[config.mk]
export PLATFORM = sky130hd
export DESIGN_NAME = riscv_id_stage
export DESIGN_NICKNAME = d
export VERILOG_FILES = /design/src/rtl/riscv_pkg.sv /design/src/rtl/riscv_id_stage_decoder.sv /design/src/rtl/riscv_id_stage.sv
export SDC_FILE = /design/constraint.sdc
export NUM_CORES = 1
export LEC_CHECK = 0
export BUFFER_PORTS_ARGS = -buffer_cell sky130_fd_sc_hd__clkbuf_2
export CORE_AREA = 2 2 120 122
export DETAILED_ROUTE_END_ITERATION = 10
export DIE_AREA = 0 0 122 124
export MAX_ROUTING_LAYER = met4
export PLACE_DENSITY = 0.72
export SYNTH_ARGS = -nofsm -noshare
export SYNTH_HDL_FRONTEND = slang
export SYNTH_SLANG_ARGS = --single-unit
[constraint.sdc]
create_clock -name clk -period 2.9 [get_ports clk]
set_input_delay 0.435 -clock clk [delete_from_list [all_inputs] [get_ports clk]]
set_output_delay 0.435 -clock clk [all_outputs]
set_load 0.02 [all_outputs]
[src/rtl/riscv_pkg.sv]
// riscv_pkg: shared RV32I decode definitions.
//   - opcode localparams for the base integer ISA
//   - alu_op_e   : operation requested of the EX-stage ALU
//   - imm_type_e : immediate format selector used by the decoder
//   - id_ctrl_t  : control bundle carried through the ID/EX register
//   - gen_imm()  : immediate extraction + sign extension
//   - alu_from_funct() : funct3/funct7 -> ALU operation for OP / OP-IMM
package riscv_pkg;

  localparam logic [6:0] OPC_LUI    = 7'b0110111;
  localparam logic [6:0] OPC_AUIPC  = 7'b0010111;
  localparam logic [6:0] OPC_JAL    = 7'b1101111;
  localparam logic [6:0] OPC_JALR   = 7'b1100111;
  localparam logic [6:0] OPC_BRANCH = 7'b1100011;
  localparam logic [6:0] OPC_LOAD   = 7'b0000011;
  localparam logic [6:0] OPC_STORE  = 7'b0100011;
  localparam logic [6:0] OPC_OP_IMM = 7'b0010011;
  localparam logic [6:0] OPC_OP     = 7'b0110011;
  localparam logic [6:0] OPC_FENCE  = 7'b0001111;

  localparam logic [6:0] F7_BASE = 7'b0000000;
  localparam logic [6:0] F7_ALT  = 7'b0100000;

  typedef enum logic [3:0] {
    ALU_ADD, ALU_SUB, ALU_SLL, ALU_SLT, ALU_SLTU,
    ALU_XOR, ALU_SRL, ALU_SRA, ALU_OR,  ALU_AND, ALU_PASS_B
  } alu_op_e;

  typedef enum logic [2:0] {
    IMM_NONE, IMM_I, IMM_S, IMM_B, IMM_U, IMM_J
  } imm_type_e;

  // mem_size carries funct3 for loads/stores (width + sign) and for
  // branches (compare condition); zero otherwise.
  typedef struct packed {
    alu_op_e    alu_op;
    logic       src_a_pc;
    logic       src_b_imm;
    logic       reg_we;
    logic       mem_rd;
    logic       mem_wr;
    logic [2:0] mem_size;
    logic       branch;
    logic       jump;
    logic       illegal;
  } id_ctrl_t;

  function automatic logic [31:0] gen_imm(input logic [31:0] inst, input imm_type_e t);
    logic [31:0] imm;
    imm = '0;
    case (t)
      IMM_I:   imm = {{20{inst[31]}}, inst[31:20]};
      IMM_S:   imm = {{20{inst[31]}}, inst[31:25], inst[11:7]};
      IMM_B:   imm = {{19{inst[31]}}, inst[31], inst[7], inst[30:25], inst[11:8], 1'b0};
      IMM_U:   imm = {inst[31:12], 12'b0};
      IMM_J:   imm = {{11{inst[31]}}, inst[31], inst[19:12], inst[20], inst[30:21], 1'b0};
      default: imm = '0;
    endcase
    return imm;
  endfunction

  // alt selects SUB/SRA; callers only raise it where funct7[5] is meaningful.
  function automatic alu_op_e alu_from_funct(input logic [2:0] f3, input logic alt);
    alu_op_e op;
    case (f3)
      3'd0:    op = alt ? ALU_SUB : ALU_ADD;
      3'd1:    op = ALU_SLL;
      3'd2:    op = ALU_SLT;
      3'd3:    op = ALU_SLTU;
      3'd4:    op = ALU_XOR;
      3'd5:    op = alt ? ALU_SRA : ALU_SRL;
      3'd6:    op = ALU_OR;
      default: op = ALU_AND;
    endcase
    return op;
  endfunction

endpackage

[src/rtl/riscv_id_stage_decoder.sv]
// riscv_decoder: purely combinational RV32I instruction decoder.
//   inst_i  : instruction word
//   ctrl_o  : control bundle (illegal=1 for unknown opcode/funct)
//   imm_o   : sign-extended immediate (0 for R-type / illegal)
//   rs1_o, rs2_o : source indices, zeroed when the source is not read
//   rd_o    : destination index, zeroed when nothing is written
//   re1_o, re2_o : register read enables
module riscv_decoder
  import riscv_pkg::*;
(
  input  logic [31:0] inst_i,
  output id_ctrl_t    ctrl_o,
  output logic [31:0] imm_o,
  output logic [4:0]  rs1_o,
  output logic [4:0]  rs2_o,
  output logic [4:0]  rd_o,
  output logic        re1_o,
  output logic        re2_o
);

  logic [6:0] opc, f7;
  logic [2:0] f3;
  imm_type_e  imm_t;
  logic       legal, wr_rd, re1, re2;
  id_ctrl_t   ctrl;

  assign opc = inst_i[6:0];
  assign f3  = inst_i[14:12];
  assign f7  = inst_i[31:25];

  always_comb begin
    ctrl        = '0;
    ctrl.alu_op = ALU_ADD;
    imm_t       = IMM_NONE;
    legal       = 1'b0;
    wr_rd       = 1'b0;
    re1         = 1'b0;
    re2         = 1'b0;
    case (opc)
      OPC_LUI: begin
        legal = 1'b1; imm_t = IMM_U; wr_rd = 1'b1;
        ctrl.alu_op = ALU_PASS_B; ctrl.src_b_imm = 1'b1; ctrl.reg_we = 1'b1;
      end
      OPC_AUIPC: begin
        legal = 1'b1; imm_t = IMM_U; wr_rd = 1'b1;
        ctrl.src_a_pc = 1'b1; ctrl.src_b_imm = 1'b1; ctrl.reg_we = 1'b1;
      end
      OPC_JAL: begin
        // ALU forms the target pc+imm; link value is produced in EX.
        legal = 1'b1; imm_t = IMM_J; wr_rd = 1'b1;
        ctrl.src_a_pc = 1'b1; ctrl.src_b_imm = 1'b1; ctrl.reg_we = 1'b1; ctrl.jump = 1'b1;
      end
      OPC_JALR: begin
        legal = (f3 == 3'd0); imm_t = IMM_I; wr_rd = 1'b1; re1 = 1'b1;
        ctrl.src_b_imm = 1'b1; ctrl.reg_we = 1'b1; ctrl.jump = 1'b1;
      end
      OPC_BRANCH: begin
        legal = (f3 != 3'd2) && (f3 != 3'd3); imm_t = IMM_B; re1 = 1'b1; re2 = 1'b1;
        ctrl.branch = 1'b1; ctrl.mem_size = f3;
        case (f3[2:1])
          2'b10:   ctrl.alu_op = ALU_SLT;
          2'b11:   ctrl.alu_op = ALU_SLTU;
          default: ctrl.alu_op = ALU_SUB;
        endcase
      end
      OPC_LOAD: begin
        legal = (f3 != 3'd3) && (f3 != 3'd6) && (f3 != 3'd7);
        imm_t = IMM_I; wr_rd = 1'b1; re1 = 1'b1;
        ctrl.src_b_imm = 1'b1; ctrl.reg_we = 1'b1; ctrl.mem_rd = 1'b1; ctrl.mem_size = f3;
      end
      OPC_STORE: begin
        legal = (f3 < 3'd3); imm_t = IMM_S; re1 = 1'b1; re2 = 1'b1;
        ctrl.src_b_imm = 1'b1; ctrl.mem_wr = 1'b1; ctrl.mem_size = f3;
      end
      OPC_OP_IMM: begin
        // Shift-immediates reuse the upper imm bits as funct7.
        if (f3 == 3'd1)      legal = (f7 == F7_BASE);
        else if (f3 == 3'd5) legal = (f7 == F7_BASE) || (f7 == F7_ALT);
        else                 legal = 1'b1;
        imm_t = IMM_I; wr_rd = 1'b1; re1 = 1'b1;
        ctrl.src_b_imm = 1'b1; ctrl.reg_we = 1'b1;
        ctrl.alu_op = alu_from_funct(f3, (f3 == 3'd5) && inst_i[30]);
      end
      OPC_OP: begin
        legal = (f7 == F7_BASE) || ((f7 == F7_ALT) && ((f3 == 3'd0) || (f3 == 3'd5)));
        wr_rd = 1'b1; re1 = 1'b1; re2 = 1'b1;
        ctrl.reg_we = 1'b1;
        ctrl.alu_op = alu_from_funct(f3, inst_i[30]);
      end
      OPC_FENCE: legal = 1'b1;  // single-hart in-order core: no-op
      default:   legal = 1'b0;
    endcase

    // Illegal instructions still flow down the pipe but with no side effects.
    if (!legal) begin
      ctrl         = '0;
      ctrl.alu_op  = ALU_ADD;
      ctrl.illegal = 1'b1;
      imm_t        = IMM_NONE;
      wr_rd        = 1'b0;
      re1          = 1'b0;
      re2          = 1'b0;
    end
  end

  assign ctrl_o = ctrl;
  assign imm_o  = gen_imm(inst_i, imm_t);
  assign re1_o  = re1;
  assign re2_o  = re2;
  assign rs1_o  = re1   ? inst_i[19:15] : 5'd0;
  assign rs2_o  = re2   ? inst_i[24:20] : 5'd0;
  assign rd_o   = wr_rd ? inst_i[11:7]  : 5'd0;

endmodule

[src/rtl/riscv_id_stage.sv]
// riscv_id_stage: RV32I decode stage and ID/EX pipeline register.
//   IF/ID side : i_if_valid, i_if_pc, i_if_inst, o_id_ready (handshake)
//   EX side    : i_ex_ready, o_ex_valid, o_ex_pc/imm/rs1/rs2/rd/ctrl,
//                o_ex_rs1_data/o_ex_rs2_data (regfile data, passed through)
//   Regfile    : o_re1/2, o_raddr1/2 out; i_rdata1/2 in (1-cycle sync read)
//   i_flush    : kills ID/EX contents and the instruction on IF/ID
// The regfile is addressed in the same cycle ID/EX loads, so its read data
// lines up with the ID/EX register and is forwarded straight to EX.
module riscv_id_stage
  import riscv_pkg::*;
#(
  parameter bit LOAD_USE_STALL = 1'b1
) (
  input  logic        clk,
  input  logic        rst_n,
  input  logic        i_if_valid,
  input  logic [31:0] i_if_pc,
  input  logic [31:0] i_if_inst,
  output logic        o_id_ready,
  input  logic        i_ex_ready,
  input  logic        i_flush,
  output logic        o_re1,
  output logic        o_re2,
  output logic [4:0]  o_raddr1,
  output logic [4:0]  o_raddr2,
  input  logic [31:0] i_rdata1,
  input  logic [31:0] i_rdata2,
  output logic        o_ex_valid,
  output logic [31:0] o_ex_pc,
  output logic [31:0] o_ex_imm,
  output logic [4:0]  o_ex_rs1,
  output logic [4:0]  o_ex_rs2,
  output logic [4:0]  o_ex_rd,
  output logic [31:0] o_ex_rs1_data,
  output logic [31:0] o_ex_rs2_data,
  output id_ctrl_t    o_ex_ctrl
);

  // decode of the instruction sitting on IF/ID
  id_ctrl_t    dec_ctrl;
  logic [31:0] dec_imm;
  logic [4:0]  dec_rs1, dec_rs2, dec_rd;
  logic        dec_re1, dec_re2;

  riscv_decoder u_dec (
    .inst_i (i_if_inst),
    .ctrl_o (dec_ctrl),
    .imm_o  (dec_imm),
    .rs1_o  (dec_rs1),
    .rs2_o  (dec_rs2),
    .rd_o   (dec_rd),
    .re1_o  (dec_re1),
    .re2_o  (dec_re2)
  );

  // ID/EX register
  logic        ex_valid_q;
  logic [31:0] ex_pc_q, ex_imm_q;
  logic [4:0]  ex_rs1_q, ex_rs2_q, ex_rd_q;
  logic        ex_re1_q, ex_re2_q;
  id_ctrl_t    ex_ctrl_q;

  logic hazard, hold, acc;

  // A load in EX has no data until MEM; a dependent consumer waits one cycle.
  assign hazard = LOAD_USE_STALL && ex_valid_q && ex_ctrl_q.mem_rd && (ex_rd_q != 5'd0) &&
                  ((dec_re1 && (dec_rs1 == ex_rd_q)) || (dec_re2 && (dec_rs2 == ex_rd_q)));

  assign hold = ex_valid_q && !i_ex_ready && !i_flush;

  // rst_n gates ready so nothing is accepted while reset is held.
  assign o_id_ready = rst_n && !i_flush && !hazard && (!ex_valid_q || i_ex_ready);
  assign acc        = i_if_valid && o_id_ready;

  // Read ports: during a hold keep re-reading the held sources so the
  // regfile output stays aligned with the frozen ID/EX contents.
  always_comb begin
    o_re1    = 1'b0;
    o_re2    = 1'b0;
    o_raddr1 = 5'd0;
    o_raddr2 = 5'd0;
    if (hold) begin
      o_re1    = ex_re1_q;
      o_re2    = ex_re2_q;
      o_raddr1 = ex_rs1_q;
      o_raddr2 = ex_rs2_q;
    end else if (acc) begin
      o_re1    = dec_re1;
      o_re2    = dec_re2;
      o_raddr1 = dec_rs1;
      o_raddr2 = dec_rs2;
    end
  end

  always_ff @(posedge clk or negedge rst_n) begin
    if (!rst_n) begin
      ex_valid_q <= 1'b0;
      ex_pc_q    <= '0;
      ex_imm_q   <= '0;
      ex_rs1_q   <= '0;
      ex_rs2_q   <= '0;
      ex_rd_q    <= '0;
      ex_re1_q   <= 1'b0;
      ex_re2_q   <= 1'b0;
      ex_ctrl_q  <= '0;
    end else if (i_flush) begin
      ex_valid_q <= 1'b0;
    end else if (!hold) begin
      // Bubble leaves stale fields behind; only valid matters then.
      ex_valid_q <= acc;
      if (acc) begin
        ex_pc_q   <= i_if_pc;
        ex_imm_q  <= dec_imm;
        ex_rs1_q  <= dec_rs1;
        ex_rs2_q  <= dec_rs2;
        ex_rd_q   <= dec_rd;
        ex_re1_q  <= dec_re1;
        ex_re2_q  <= dec_re2;
        ex_ctrl_q <= dec_ctrl;
      end
    end
  end

  assign o_ex_valid    = ex_valid_q;
  assign o_ex_pc       = ex_pc_q;
  assign o_ex_imm      = ex_imm_q;
  assign o_ex_rs1      = ex_rs1_q;
  assign o_ex_rs2      = ex_rs2_q;
  assign o_ex_rd       = ex_rd_q;
  assign o_ex_ctrl     = ex_ctrl_q;
  assign o_ex_rs1_data = i_rdata1;
  assign o_ex_rs2_data = i_rdata2;

endmodule

==> PnR_summary.wiki, run 1 <==
{| class="wikitable"
! Metric !! Value
|-
| Count of max-cap constraint violations || 0
|-
| Total design power || about 3.4 mW
|-
| Fraction of power consumed by combinational cells || 18.7%
|-
| Net switching power figure || 0.946 mW
|-
| # rows || 43
|-
| Via density || between 5 and 6
|-
| Clk buf depth || 2
|-
| Sequential share of the synthesized area || about 45%
|-
| Status || finished, final reports clean
|-
| Layout filler cell count || between 1000 and 1500
|-
| I/O pin cnt || about 300
|-
| Hold path cells || 2
|-
| Routed len/inst || ~20 um
|-
| Number of sinks handled by clock tree synthesis || 97
|-
| Overall fraction of global-route tracks in use || 20.9%
|-
| H-tree depth reported by CTS || 3
|-
| Static power due to leakage || between 3 and 4 nW
|-
| Post CTS Setup Buffer Count || 0
|-
| Warnings from Yosys || 0
|-
| Seq cells post-synth || 97
|-
| Final-report max-slew violation count || 0
|-
| Total placed instance area || slightly above 6000 um^2
|-
| Via Count || roughly 4200
|-
| Critical Path AT || approximately 2.4 ns
|-
| Count of mapped cells out of synthesis || around 470
|-
| Post-layout instance count excluding filler cells || 795
|-
| Total non-filler cell area in the finished layout || ~6500 um^2
|-
| Hold_ws || 0.311 ns
|-
| Total placed cells including tap cells || between 700 and 800
|-
| Critical path endpoint category || output port
|-
| Die Footprint || 15100 um^2
|-
| Number of enable-type register cells in the synthesized netlist || 0
|-
| Commonest cells after routing, fill and taps aside || clkbuf_2, dfrtp_1, mux2_4, buf_4, a21oi_1
|-
| Total Wirelength || about 16000 um
|-
| Drt drc || 0
|-
| Initial cell density of the core || 39.4%
|-
| Final weighted congestion of routability-driven global placement || slightly above 0.9
|-
| Synthesized netlist net count || roughly 610
|-
| Worst clock skew || 0.00969 ns
|-
| Port Buffer Count || approximately 180
|-
| Worst slew slack as a fraction of its limit || between 30% and 40%
|-
| Peak supply drop || 0.000295 V
|-
| Cell area power density || 514 nW/um^2
|-
| Detailed placement HPWL || 11800 um
|-
| Setup total negative slack || 0 ns
|-
| Critical path class || in2out
|-
| Time the final worst path needs with I/O delays and setup || 2.79 ns
|-
| Mapped Area || about 5400 um^2
|-
| Worst Tran Pin Value || about 1.0 ns
|-
| TritonCTS clock tree || built
|-
| Area growth from synthesis to layout || 21.1%
|-
| Fin. Hold Viols || 0
|-
| Min-delay worst type || in2reg
|-
| Avg Inst Size Synth || ~11 um^2
|-
| Iteration count of the initial detailed-routing pass || 4
|-
| Peak clock frequency supported by timing || 359 MHz
|-
| Post-route fraction of the period consumed by the critical path || slightly below 100%
|-
| Global route total overflow || 0
|-
| Post-synth top flop || dfrtp_1
|-
| Switching portion of total power || around 28%
|-
| Worst setup slack after layout || between 0.1 and 0.15 ns
|-
| Internal Dissipation || 2.42 mW
|-
| Largest net degree at the start of global routing || 79
|-
| Number of distinct library cells after synthesis || 58
|-
| Share of synthesized registers carrying an async set or reset || 100%
|-
| Clock insertion delay at the later pin of the skew report || around 0.35 ns
|-
| Global-route wire length before repair || around 23000 um
|-
| Detailed router's first-iteration violation count || roughly 280
|-
| Worst setup slack before clock tree synthesis || 0.0351 ns
|-
| Clock-pin slew on the worst setup and hold paths || 0.07 ns
|-
| Net count reported at finish || roughly 740
|-
| Root Buffer Master || clkbuf_16
|-
| Maximum fanout count along the critical path || 8
|-
| Final design utilization || between 40 and 50%
|-
| Vias in the first global route || between 4000 and 5000
|-
| Crit start category || primary input
|-
| Fraction of power consumed by sequential logic || 45.0%
|-
| Most common cell after layout, fill and taps aside || clkbuf_2
|-
| Slack of the worst reg-to-reg path || around 0.75 ns
|-
| Number of antenna violations at the first check in global routing || 0
|-
| Final count of negative-setup-slack endpoints || 0
|-
| Fraction of layout cells with a size suffix above 1 || between 40% and 50%
|-
| Number of buffers created by CTS || 9
|-
| Antenna diodes || 0
|-
| Worst-case reg-to-reg path depth || 8
|-
| Residual antenna-violating net count after detailed routing || 0
|-
| Vert. Die Dim || about 120 um
|-
| Horizontal extent of the die || roughly 120 um
|-
| Core outline area || ~14000 um^2
|-
| Endpoint required time on the critical path || between 2 and 2.5 ns
|-
| Clk pwr share || a little over a third
|-
| RSZ-0062 raised after global routing || no
|}
area by class of cell:
| type | instances | area [um^2] | area share [%] |
|---|---|---|---|
| sequential | 97 | 2430 | 37.1 |
| multi-input combinational | 267 | 2270 | 34.6 |
| timing repair buffer | 220 | 1270 | 19.3 |
| clock buffer | 9 | 225 | 3.44 |
| tap | 180 | 225 | 3.44 |
| clock inverter | 7 | 77.6 | 1.19 |
| inverter | 15 | 56.3 | 0.860 |
flip-flops by register name, indices dropped and copies added, names as in the netlist:
register and flops:
ex_re2_q 1, o_ex_rd 5, o_ex_valid 1, ex_re1_q 1, o_ex_rs2 5, o_ex_ctrl 15, o_ex_imm 32, o_ex_rs1 5
o_ex_pc 32
synth_stat cells (5+ instances only):
cell | count | area share [%]
a21o_1 | 5 | 0.69
a21oi_1 | 30 | 2.8
a22o_1 | 21 | 3.4
and3_1 | 10 | 1.2
buf_2 | 7 | 0.65
buf_4 | 66 | 9.2
buf_6 | 7 | 1.5
clkbuf_1 | 13 | 0.90
dfrtp_1 | 97 | 45
inv_1 | 15 | 1.0
mux2_4 | 47 | 13
mux2i_1 | 11 | 2.0
nand2_1 | 18 | 1.2
nand3_1 | 7 | 0.65
nor2_1 | 9 | 0.62
nor2b_1 | 6 | 0.69
nor3_1 | 8 | 0.74
o21ai_0 | 9 | 0.83
o2bb2ai_1 | 23 | 3.7
xor2_1 | 7 | 1.1
worst paths after layout:
path,from,endpoint
setup / recovery,i_if_inst[6],o_raddr2[2]
hold / removal,i_if_pc[24],o_ex_pc[24]$_DFFE_PN0P_
setup reg to reg,o_ex_rd[0]$_DFFE_PN0P_,o_ex_ctrl[9]$_DFFE_PN0P_
hold reg to reg,o_ex_ctrl[3]$_DFFE_PN0P_,o_ex_ctrl[3]$_DFFE_PN0P_
max in group asynchronous,rst_n,o_ex_pc[26]$_DFFE_PN0P_
min in group asynchronous,rst_n,o_ex_imm[16]$_DFFE_PN0P_
power by group through the flow:
stage          registers (mW)  logic (mW)  clock network [mW]
2_1_floorplan            1.65       0.369                   0
3_5_place_dp             1.54       0.630                   0
6_report                 1.51       0.629                1.22
5_1_grt                  1.52       0.677                1.30
4_1_cts                  1.51       0.635                1.25
3_3_place_gp             1.53       0.620                   0
cell families (layout without fill, tap and decap cells):
| kind of cell | Yosys count | count (layout) | synth area share [%] |
|---|---|---|---|
| AO/OA/AOI/OAI | 110 | 110 | 15.2 |
| flip-flops | 97 | 97 | 44.9 |
| AND/OR/NAND/NOR | 86 | 86 | 9.26 |
| multiplexers | 60 | 60 | 15.5 |
| buffers and inverters | 110 | 251 | 13.4 |
| XOR/XNOR | 11 | 11 | 1.78 |
repair_timing:
| action | CTS | global route |
|---|---|---|
| endpoints found under the setup margin | 0 | 10 |
| gates resized for setup | 0 | 2 |
| hold buffers | 1 | 0 |
| endpoints found under the hold margin | 19 | 0 |
routing by layer:
layer / global-route usage, % / vias up / share of wire [%]
li1: - / 1913 / -
met1: 25.7 / 2071 / 42
met2: 34.2 / 209 / 49
met3: 3.89 / 34 / 6.2
met4: 8.33 / 0 / 2.5
met5: - / - / 0
critical path: stages:
cell	delay [ns]
clkbuf_2	0.14
or4b_1	0.53
a31oi_1	0.31
a41oi_1	0.12
nand2_1	0.15
and4_2	0.33
a22o_1	0.17
clkbuf_2	0.17
(Power assumes the default switching activity.)
==> run 2: changes to the inputs <==
--- a/config.mk
+++ b/config.mk
@@ -5,12 +5,13 @@
 export SDC_FILE = /design/constraint.sdc
 export NUM_CORES = 1
 export LEC_CHECK = 0
+export ABC_AREA = 1
 export BUFFER_PORTS_ARGS = -buffer_cell sky130_fd_sc_hd__clkbuf_2
-export CORE_AREA = 2 2 120 122
+export CORE_AREA = 2 2 118 120
 export DETAILED_ROUTE_END_ITERATION = 10
-export DIE_AREA = 0 0 122 124
+export DIE_AREA = 0 0 120 122
 export MAX_ROUTING_LAYER = met4
-export PLACE_DENSITY = 0.72
+export PLACE_DENSITY = 0.77
 export SYNTH_ARGS = -nofsm -noshare
 export SYNTH_HDL_FRONTEND = slang
 export SYNTH_SLANG_ARGS = --single-unit
==> run 2 against run 1 <==
- register-to-register slack about the same
- sequential share of layout area decreased by 0.15 points
- count of clock-buffer cells in the layout increased by 1
==> PnR_summary.wiki, run 2 <==
{| class="wikitable"
! Metric !! Value
|-
| Clock-pin slew on the worst setup and hold paths || 0.06 ns (about the same)
|-
| Crit start category || primary input
|-
| Global-route wire length before repair || 26900 um (+16%)
|-
| Area growth from synthesis to layout || 15.7%
|-
| Worst setup slack before clock tree synthesis || 0.243 ns (+0.208 ns)
|-
| Fraction of layout cells with a size suffix above 1 || 25.4% (-23 points)
|-
| Post-synth top flop || dfrtp_1
|-
| Vert. Die Dim || 122 um (-1.6%)
|-
| Hold_ws || 0.101 ns (-0.209 ns)
|-
| RSZ-0062 raised after global routing || no
|-
| Commonest cells after routing, fill and taps aside || nand2_1, clkbuf_2, dfrtp_1, nand4_1, nor2_1
|-
| Number of antenna violations at the first check in global routing || 0 (unchanged)
|-
| Core outline area || 13500 um^2 (-1.6%)
|-
| Total Wirelength || 17100 um (+9.1%)
|-
| Worst setup slack after layout || 0.230 ns (+0.118 ns)
|-
| Total design power || 3.17 mW (-5.7%)
|-
| Bufs and invs on worst path || 3 (+1)
|-
| Post CTS Setup Buffer Count || 0 (unchanged)
|-
| Detailed placement HPWL || 12500 um (+5.3%)
|-
| Time the final worst path needs with I/O delays and setup || 2.67 ns (-0.118 ns)
|-
| Endpoint required time on the critical path || 2.47 ns (about the same)
|-
| Net switching power figure || 0.960 mW (+1.4%)
|-
| Biggest area consumer among synthesized cells || dfrtp_1
|-
| Final weighted congestion of routability-driven global placement || 0.977 (+5.9%)
|-
| Worst-case reg-to-reg path depth || 10 (+2)
|-
| TritonCTS clock tree || built
|-
| Via density || 5.17 (-2.7%)
|-
| Worst reg2reg startpoint || o_ex_rd[0]$_DFFE_PN0P_
|-
| Count of max-cap constraint violations || 0 (unchanged)
|-
| Fraction of power consumed by sequential logic || 47.2% (+2.2 points)
|-
| Number of sinks handled by clock tree synthesis || 97 (unchanged)
|-
| Avg Inst Size Synth || 7.23 um^2 (-37%)
|-
| Synthesized netlist net count || 919 (+51%)
|-
| H-tree depth reported by CTS || 3 (unchanged)
|-
| Clock insertion delay at the later pin of the skew report || 0.36 ns (about the same)
|-
| Horizontal extent of the die || 120 um (-1.6%)
|-
| Via Count || 5518 (+31%)
|-
| Antenna diodes || 0 (unchanged)
|-
| Cts-stage hold buffer count || 0 (-1)
|-
| I/O pin cnt || 305 (unchanged)
|-
| # rows || 43 (unchanged)
|-
| Area share of the largest cell type after synthesis || 42.7% (-2.2 points)
|-
| Detailed router's first-iteration violation count || 444 (+57%)
|-
| Final count of negative-setup-slack endpoints || 0 (unchanged)
|-
| Mapped Area || 5680 um^2 (+5.1%)
|-
| Drt drc || 0 (unchanged)
|-
| Clk buf depth || 2 (unchanged)
|-
| Min-delay worst type || in2async
|-
| Count of mapped cells out of synthesis || 786 (+66%)
|-
| Die Footprint || 14600 um^2 (-3.2%)
|-
| Net count reported at finish || 1016 (+37%)
|-
| Critical path class || in2out
|-
| Vias in the first global route || 5194 (+25%)
|-
| Slack of the worst reg-to-reg path || 0.75 ns (about the same)
|-
| Worst clock skew || 0.0109 ns (+0.00118 ns)
|-
| Post-route fraction of the period consumed by the critical path || 92.1% (-4.1 points)
|-
| Iteration count of the initial detailed-routing pass || 5 (+1)
|-
| Switching portion of total power || 30.3% (+2.1 points)
|-
| Seq cells post-synth || 97 (unchanged)
|-
| Residual antenna-violating net count after detailed routing || 0 (unchanged)
|-
| Total placed cells including tap cells || 1052 (+35%)
|-
| Maximum fanout count along the critical path || 18 (+10)
|-
| Reg-to-Reg End || o_ex_imm[18]$_DFFE_PN0P_
|-
| Clk pwr share || 35.9% (-0.4 points)
|-
| Most numerous cell in the Yosys netlist || nand2_1
|-
| Most frequent cells after synthesis || nand2_1, dfrtp_1, nand4_1
|-
| Most frequent cell on the critical path || nand2_1
|-
| Setup total negative slack || 0 ns (unchanged)
|-
| Final design utilization || 48.7% (+0.95 points)
|-
| Initial cell density of the core || 42.1% (+2.7 points)
|-
| Overall fraction of global-route tracks in use || 24.5% (+3.6 points)
|-
| Internal Dissipation || 2.21 mW (-8.5%)
|-
| Number of buffers created by CTS || 9 (unchanged)
|-
| Warnings from Yosys || 0 (unchanged)
|-
| Fin. Hold Viols || 0 (unchanged)
|-
| Most common cell after layout, fill and taps aside || nand2_1
|-
| Fraction of power consumed by combinational cells || 16.9% (-1.8 points)
|-
| Peak supply drop || 0.000325 V (+10%)
|-
| Largest net degree at the start of global routing || 77 (-2.5%)
|-
| Cell area power density || 483 nW/um^2 (-6.1%)
|-
| Number of enable-type register cells in the synthesized netlist || 0 (unchanged)
|-
| Post-layout instance count excluding filler cells || 1067 (+34%)
|-
| Worst-path cell chain || clkbuf_2 > nor2_1 > nand2_1 > nor2_1 > nand2_1 > nand2_1 > nand2_1 > nand2_1 > inv_1 > nand2_2 > nand3_1 > nand2_2 > nand2_4 > nand4_1 > nand2_1 > clkbuf_2
|-
| Worst slew slack as a fraction of its limit || 34.8% (+2.7 points)
|-
| Worst Tran Pin Value || 0.979 ns (-0.0412 ns)
|-
| Status || finished, final reports clean
|-
| Share of synthesized registers carrying an async set or reset || 100% (unchanged)
|-
| Routed len/inst || 16.0 um (-19%)
|-
| Peak clock frequency supported by timing || 375 MHz (+4.4%)
|-
| Synth area leaders || dfrtp_1, nand2_1, nand4_1
|-
| Total placed instance area || 6300 um^2 (+1.1%)
|-
| Delay of the slowest cell on the worst path || 0.23 ns (-0.30 ns)
|-
| Gate family responsible for the most delay along the worst path || simple AND/OR/NAND/NOR gates
|-
| Final-report max-slew violation count || 0 (unchanged)
|-
| Static power due to leakage || 3.99 nW (+23%)
|-
| Root Buffer Master || clkbuf_16
|-
| Sequential share of the synthesized area || 42.7% (-2.2 points)
|-
| Critical Path AT || 2.24 ns (-0.11 ns)
|-
| Total non-filler cell area in the finished layout || 6570 um^2 (+0.40%)
|-
| Critical path endpoint category || output port
|-
| Number of distinct library cells after synthesis || 31 (-47%)
|-
| Critical Path Slowest Stage Cell || nor2_1
|-
| Port Buffer Count || 176 (unchanged)
|-
| Global route total overflow || 0 (unchanged)
|}
[run 2: cell count changes in the layout (fill, tap and decap cells not counted), sizes merged, moves of 14 or more]
cell | before | now
a21oi | 30 | 10
inv | 18 | 63
o21ai | 10 | 24
nor2 | 9 | 60
buf | 44 | 18
o2bb2ai | 23 | 0
a22o | 21 | 0
nand3 | 7 | 37
nand2 | 18 | 290
mux2 | 49 | 0
nand4 | 4 | 82
[run 2: worst reg2reg max path: cells and delay by family, from the launching register on]
family,cells,cell delay [ns]
xor gates and xnor gates,1,0.15
DFF,1,0.50
AOI/OAI and AO/OA,1,0.13
and+or+nand+nor,6,0.78
buffers and inverters,2,0.47
[run 2: routing by layer]
metal	routed length [um]	vias up	GRT usage, %
li1	-	2670	-
met1	7260	2576	29.6
met2	8150	226	39.9
met3	1130	46	4.68
met4	520	0	10.8
met5	0	-	-
[run 2: worst max path at each step]
stage,slack [ns],cells after the start,to,from
floorplan,0.61,14,o_raddr2[1],i_if_inst[1]
global placement,0.24,16,o_re1,i_if_inst[31]
detailed placement,0.24,16,o_re1,i_if_inst[31]
CTS,0.24,16,o_re1,i_if_inst[31]
global route,0.01,15,o_re1,i_if_inst[1]
finish,0.23,16,o_re1,i_if_inst[31]
[run 2: area by class of cell]
cell class / count / area (um^2)
Fill cell: 1382 / 6930
Sequential cell: 97 / 2430
Multi-Input combinational cell: 519 / 2340
Timing Repair Buffer: 192 / 1070
Inverter: 64 / 240
Clock buffer: 10 / 239
Tap cell: 180 / 225
Clock inverter: 5 / 32.5
[run 2: power by group through the flow]
stage,clock (mW),combinational (mW),sequential (mW)
after global placement,0,0.532,1.52
after CTS,1.16,0.540,1.50
after detailed placement,0,0.539,1.52
final,1.14,0.535,1.50
after global routing,1.22,0.590,1.51
after floorplan,0,0.310,1.63
[run 2: logic make-up (layout without fill, tap and decap cells)]
logic type / count (synthesis) / in the layout / synth area share, %
simple gates: 475 / 475 / 36.5
xor+xnor: 3 / 3 / 0.463
compound gates: 41 / 41 / 4.03
flops: 97 / 97 / 42.7
buf+inv: 170 / 271 / 16.3
[run 2: what timing repair did]
action | in CTS | in global routing
hold endpoints to repair | 0 | 0
resized for setup | 0 | 1
endpoints found under the setup margin | 0 | 6
